**config.mk**
```make
export PLATFORM = sky130hd
export DESIGN_NAME = seg7_scan_scroller
export DESIGN_NICKNAME = d
export VERILOG_FILES = /design/src/rtl/seg7_scan_scroller.sv
export SDC_FILE = /design/constraint.sdc
export NUM_CORES = 1
export LEC_CHECK = 0
export ABC_AREA = 1
export BUFFER_PORTS_ARGS = -buffer_cell sky130_fd_sc_hd__clkbuf_2
export CORE_AREA = 2 2 128 130
export DETAILED_ROUTE_END_ITERATION = 10
export DIE_AREA = 0 0 130 132
export GPL_TIMING_DRIVEN = 0
export PLACE_DENSITY_LB_ADDON = 0.15
export SLEW_MARGIN = 10
export SYNTH_ARGS = -nofsm -noshare
export SYNTH_HDL_FRONTEND = slang
export SYNTH_SLANG_ARGS = --single-unit
export TNS_END_PERCENT = 50
```
**constraint.sdc**
```tcl
create_clock -name clk_2 -period 3.8 [get_ports clk_2]
set_clock_uncertainty 0.1 [all_clocks]
set_input_delay 0.57 -clock clk_2 [delete_from_list [all_inputs] [get_ports clk_2]]
set_output_delay 0.57 -clock clk_2 [all_outputs]
set_load 0.01 [all_outputs]
```
**src/rtl/seg7_scan_scroller.sv**
```systemverilog
// Multiplexed seven-segment driver with a small character buffer, static or
// scrolling display, per-digit decimal points and a frame-rate blink.
module seg7_scan_scroller #(
  parameter int NDIGITS    = 4,
  parameter int DEPTH      = 8,
  parameter int SCAN_DIV   = 4,
  parameter int SCROLL_DIV = 2
) (
  input  logic                     clk_2,
  input  logic                     reset,
  input  logic                     clear,
  input  logic                     wr_valid,
  output logic                     wr_ready,
  input  logic [5:0]               wr_code,
  input  logic                     mode,
  input  logic                     blink,
  input  logic [NDIGITS-1:0]       dp_mask,
  output logic [7:0]               SEG,
  output logic [NDIGITS-1:0]       AN,
  output logic [$clog2(DEPTH):0]   len
);

  localparam int LW = $clog2(DEPTH) + 1;
  localparam int AW = (DEPTH > 1) ? $clog2(DEPTH) : 1;
  localparam int SW = $clog2(SCAN_DIV);
  localparam int DW = (NDIGITS > 1) ? $clog2(NDIGITS) : 1;
  localparam int FW = (SCROLL_DIV > 1) ? $clog2(SCROLL_DIV) : 1;

  typedef enum logic [1:0] {
    ST_EMPTY  = 2'd0,
    ST_STATIC = 2'd1,
    ST_SCROLL = 2'd2
  } state_e;

  function automatic logic [6:0] decode(input logic [5:0] code);
    logic [6:0] segs;
    case (code)
      6'd0:  segs = 7'h3f;
      6'd1:  segs = 7'h06;
      6'd2:  segs = 7'h5b;
      6'd3:  segs = 7'h4f;
      6'd4:  segs = 7'h66;
      6'd5:  segs = 7'h6d;
      6'd6:  segs = 7'h7d;
      6'd7:  segs = 7'h07;
      6'd8:  segs = 7'h7f;
      6'd9:  segs = 7'h6f;
      6'd10: segs = 7'h77;
      6'd11: segs = 7'h7c;
      6'd12: segs = 7'h39;
      6'd13: segs = 7'h5e;
      6'd14: segs = 7'h79;
      6'd15: segs = 7'h71;
      6'd16: segs = 7'h77;
      6'd17: segs = 7'h7c;
      6'd18: segs = 7'h39;
      6'd19: segs = 7'h58;
      6'd20: segs = 7'h5e;
      6'd21: segs = 7'h79;
      6'd22: segs = 7'h71;
      6'd23: segs = 7'h6f;
      6'd24: segs = 7'h76;
      6'd25: segs = 7'h74;
      6'd26: segs = 7'h10;
      6'd27: segs = 7'h06;
      6'd28: segs = 7'h1e;
      6'd29: segs = 7'h38;
      6'd30: segs = 7'h54;
      6'd31: segs = 7'h3f;
      6'd32: segs = 7'h5c;
      6'd33: segs = 7'h73;
      6'd34: segs = 7'h67;
      6'd35: segs = 7'h50;
      6'd36: segs = 7'h6d;
      6'd37: segs = 7'h78;
      6'd38: segs = 7'h3e;
      6'd39: segs = 7'h1c;
      6'd40: segs = 7'h6e;
      6'd41: segs = 7'h63;
      default: segs = 7'h00;
    endcase
    return segs;
  endfunction

  logic [5:0]         char_q [DEPTH];
  logic [LW-1:0]      len_q, len_d;
  logic [LW-1:0]      offset_q, offset_d;
  logic [SW-1:0]      scan_q, scan_d;
  logic [DW-1:0]      digit_q, digit_d;
  logic [FW-1:0]      frame_q, frame_d;
  logic               blink_ph_q, blink_ph_d;
  state_e             state_q, state_d;
  logic [7:0]         seg_q, seg_d;
  logic [NDIGITS-1:0] an_q, an_d;

  logic          wr_fire;
  logic          scan_wrap, digit_wrap, frame_wrap, frame_end, tick;
  logic [LW-1:0] pos;
  logic          blank;

  assign wr_ready = (len_q < LW'(DEPTH));
  assign wr_fire  = wr_valid && wr_ready && !clear && !reset;

  assign scan_wrap  = (scan_q == SW'(SCAN_DIV - 1));
  assign digit_wrap = (digit_q == DW'(NDIGITS - 1));
  assign frame_wrap = (frame_q == FW'(SCROLL_DIV - 1));
  assign frame_end  = scan_wrap && digit_wrap;
  assign tick       = frame_end && frame_wrap;

  // NOTE: always_comb blocks assign every output a default first so no latch is inferred.
  always_comb begin
    scan_d     = scan_wrap ? '0 : scan_q + 1'b1;
    digit_d    = digit_q;
    frame_d    = frame_q;
    blink_ph_d = blink_ph_q ^ tick;
    if (scan_wrap) begin
      digit_d = digit_wrap ? '0 : digit_q + 1'b1;
    end
    if (frame_end) begin
      frame_d = frame_wrap ? '0 : frame_q + 1'b1;
    end
  end

  always_comb begin
    len_d    = len_q;
    state_d  = state_q;
    offset_d = offset_q;

    if (clear) begin
      len_d = '0;
    end else if (wr_fire) begin
      len_d = len_q + 1'b1;
    end

    // State follows the registered length and the live mode input.
    if (clear || len_q == '0) begin
      state_d = ST_EMPTY;
    end else if (mode) begin
      state_d = ST_SCROLL;
    end else begin
      state_d = ST_STATIC;
    end

    if (clear || state_q != ST_SCROLL || state_d != ST_SCROLL) begin
      offset_d = '0;
    end else if (tick) begin
      offset_d = (offset_q == len_q - 1'b1) ? '0 : offset_q + 1'b1;
    end
  end

  // Window position is a plain sum; anything past the stored text is blank.
  assign pos   = offset_q + LW'(digit_q);
  assign blank = (state_q == ST_EMPTY) || (pos >= len_q);

  always_comb begin
    seg_d = {dp_mask[digit_q], blank ? 7'h00 : decode(char_q[pos[AW-1:0]])};
    an_d  = NDIGITS'(1) << digit_q;
    if (state_q == ST_EMPTY) begin
      seg_d = 8'h00;
    end
    if (blink && blink_ph_q) begin
      seg_d = 8'h00;
    end
  end

  // NOTE: always_ff blocks use non-blocking assignments only, so every register samples pre-edge values.
  always_ff @(posedge clk_2) begin
    if (reset) begin
      len_q      <= '0;
      offset_q   <= '0;
      scan_q     <= '0;
      digit_q    <= '0;
      frame_q    <= '0;
      blink_ph_q <= 1'b0;
      state_q    <= ST_EMPTY;
      seg_q      <= 8'h00;
      an_q       <= '0;
    end else begin
      len_q      <= len_d;
      offset_q   <= offset_d;
      scan_q     <= scan_d;
      digit_q    <= digit_d;
      frame_q    <= frame_d;
      blink_ph_q <= blink_ph_d;
      state_q    <= state_d;
      seg_q      <= seg_d;
      an_q       <= an_d;
    end
  end

  // NOTE: the character array has no reset; len alone decides which entries are meaningful.
  always_ff @(posedge clk_2) begin
    if (wr_fire) begin
      char_q[len_q[AW-1:0]] <= wr_code;
    end
  end

  assign SEG = seg_q;
  assign AN  = an_q;
  assign len = len_q;

endmodule
```
==> results.toml <==
[detailed_routing]
ant_nets = 0
totalWireLength_um = 9090
dr_total_vias = 2927
drtIter0Drc = 207
dr.pass1.iters = 4
wl_per_cell_um = 13.0
viasPerCell = 4.20
drc = 0

[synth]
synth_fa_ha_area_share_pct = 6.32
ys.flop_type = "edfxtp_1"
synth_area_leaders = "edfxtp_1 (37%), dfxtp_1 (14%), nand2_1 (11%), nand3_1 (6.7%), ha_1 (5.8%)"
yosysWarnings = 0
synthArstFlopShare_pct = 0
yosys.area.top_type = "edfxtp_1"
synth_top_family_by_area = "simple AND/OR/NAND/NOR gates"
synth_mux_area_share_pct = 0.258
synth_top_area_share_pct = 37.2
synth_seq_cells = 76
syn_nets = 467
synth_commonest_cells = "nand2_1 (112), nand3_1 (52), edfxtp_1 (48), inv_1 (42), dfxtp_1 (28)"
syn_area_um2 = 3880
synth_compound_area_share_pct = 7.39
synth_xor_xnor_area_share_pct = 2.94
synth-edff-count = 48
yosysUniqueCellTypes = 42
yosysMostFrequentCell = "nand2_1"
syn_avg_cell_area_um2 = 8.98
netlist_instances = 432
synth-simple-area-share_pct = 24.5
yosysSeqAreaShare_pct = 51.6

[finish]
num_antenna_cells = 0
fin_cells = 697
fin_area_um2 = 4660
syn2layout_area_growth_pct = 20.2
drive_gt1_share_pct = 16.6
layout.nets = 511

[grt]
overflow = 0
grt_pass1_wl_um = 14900
antenna_found_initial = 0
grt_pass1_vias = 2857
grt_usage_pct = 11.4
grt_max_degree = 15

[critical_path]
worstPathArrival_ns = 3.62
crit_fanout = 10
path_class = "reg2reg"
crit_path_end_kind = "register"
cp_cell_sequence = "ha_1 -> fa_1 -> inv_1 -> buf_2 -> nor2_1 -> o21ai_1 -> nand2_1 -> nand2_1 -> nand2_2 -> inv_1 -> ha_1 -> inv_1 -> nand3_1 -> nand3_1 -> nand3_1 -> nand2_1 -> nand2_1 -> a21oi_2"
r2r_end = "SEG[3]$_SDFF_PP0_"
slowest_delay_ns = 0.62
crit_start = "offset_q[0]$_SDFFE_PP0P_"
worst_r2r_path_depth = 18
reg2reg_slack_ns = 0.35
r2r_start = "offset_q[0]$_SDFFE_PP0P_"
startpoint_type = "register"
crit_required_ns = 3.97
crit_path_frequent_cell = "nand2_1"
slowest_stage = "fa_1"
crit_path_end = "SEG[3]$_SDFF_PP0_"

[floorplan]
core_um2 = 15700
rows = 46
die_w_um = 130
initial_core_util_pct = 24.7
die_h_um = 132
ioPinCount = 33
die-area_um2 = 17200

[sta]
fin_crit_ns = 3.45
rsz0062_at_grt = "false"
setup_viol = 0
worst_pin_slew_ns = 1.14
worst_slack_ns = 0.347
fin_tns_setup_ns = 0
fmax_ghz = 0.290
slew_violations = 0
relSlewSlack_pct = 23.4
hold_viol = 0
fin_crit_sh_pct = 90.9

[run_status]
outcome = "completed"

[place]
dp.cells = 681
place.gp.congestion = 0.844
io_buffer_count = 32
dp.final_hpwl_um = 6560
place_ws_ns = 0.148
placed_area_um2 = 4320

[power]
fin_total_pwr_mw = 2.11
power.density_nw_per_um2 = 454
p_leak_nw = 1.99
max-vdd-ir-drop_mv = 0.201

[clocking]
ctsRootBufferMaster = "clkbuf_16"
clockBufferDepth = 2
clock_sinks = 76
h-tree-depth = 3
clk_pin_slew_worst_paths_ns = 0.06
cts_buffers = 9
worstSkewPairLatency_ns = 0.34
cts_tree = "built"

[flow_run]
drv_cap = 0

[min_path]
hold_class = "in2reg"
power breakdown:
group,internal (mW),switching [mW]
clock,0.599,0.353
combinational,0.0919,0.178
sequential,0.885,0.00662
total,1.58,0.538
metrics by stage:
step	hold WS, ns	utilization, %
2_1_floorplan	0.304	-
3_3_place_gp	0.314	27.4
3_5_place_dp	0.324	27.5
4_1_cts	0.289	29.6
5_1_grt	0.302	29.7
6_report	0.303	29.7
what timing repair did:
action,CTS,global route
hold buffers,0,0
buffers inserted,0,0
endpoints found under the setup margin,0,5
gates resized for setup,0,3
how the worst min path moves through the flow:
stage | from | endpoint | cells past startpoint
6_report | mode | state_q[0]$_SDFF_PP0_ | 2
5_1_grt | mode | state_q[0]$_SDFF_PP0_ | 2
2_1_floorplan | scan_q[0]$_SDFF_PP0_ | scan_q[0]$_SDFF_PP0_ | 1
3_5_place_dp | scan_q[0]$_SDFF_PP0_ | scan_q[0]$_SDFF_PP0_ | 1
4_1_cts | mode | state_q[0]$_SDFF_PP0_ | 2
3_3_place_gp | scan_q[0]$_SDFF_PP0_ | scan_q[0]$_SDFF_PP0_ | 1
cell usage in the layout (no fill, tap or decap), drive strengths merged, types with 2 or more instances in the layout:
cell type  Yosys  layout
nand2        117     117
nand3         54      54
edfxtp        48      48
inv           46      48
clkbuf         1      43
dfxtp         28      28
nor2          28      28
a21oi         22      22
o21ai         22      22
ha            18      18
nor3          12      12
buf           10      11
xor2           6       6
xnor2          4       4
a21boi         2       2
o21a           2       2
nor3b          2       2
bufinv         0       2
clkinv         1       2
state kept, by name, summed over array words and instances (netlist names):
signal      count
scan_q          2
offset_q        4
SEG             8
len             4
state_q         2
blink_ph_q      1
AN              4
frame_q         1
char_q         48
digit_q         2
layer usage:
metal  track usage [%]  routed length, µm  up-vias
li1                  -                  -     1535
met1              15.1               4320     1318
met2              17.4               4200       61
met3              2.68                349       13
met4              5.68                220        0
met5                 0                  0        -
cell type report:
class                      count  area [µm²]
fill                        1656       11100
tap                          216         270
timing repair buffer          33         168
clock inverter                 6        93.8
clock buffer                  10         239
inverter                      47         179
buffer                        11        90.1
multi-input combinational    298        1620
sequential                    76        2000
worst max-delay path: cells and delay by family, from the launching register on:
family / cells / cell delay [ns]
DFF: 1 / 0.37
and+or+nand+nor: 9 / 0.93
adders and majority gates: 3 / 1.20
buffers and inverters: 4 / 0.59
AOI/OAI and AO/OA: 2 / 0.19
logic make-up after synthesis:
logic type / after synthesis
flip-flops: 76
AO/OA/AOI/OAI: 52
XOR/XNOR: 10
multiplexers: 1
AND/OR/NAND/NOR: 216
adder cells (fa/ha/maj): 19
buffers and inverters: 58
No activity file was read; power rests on OpenSTA's default activity.
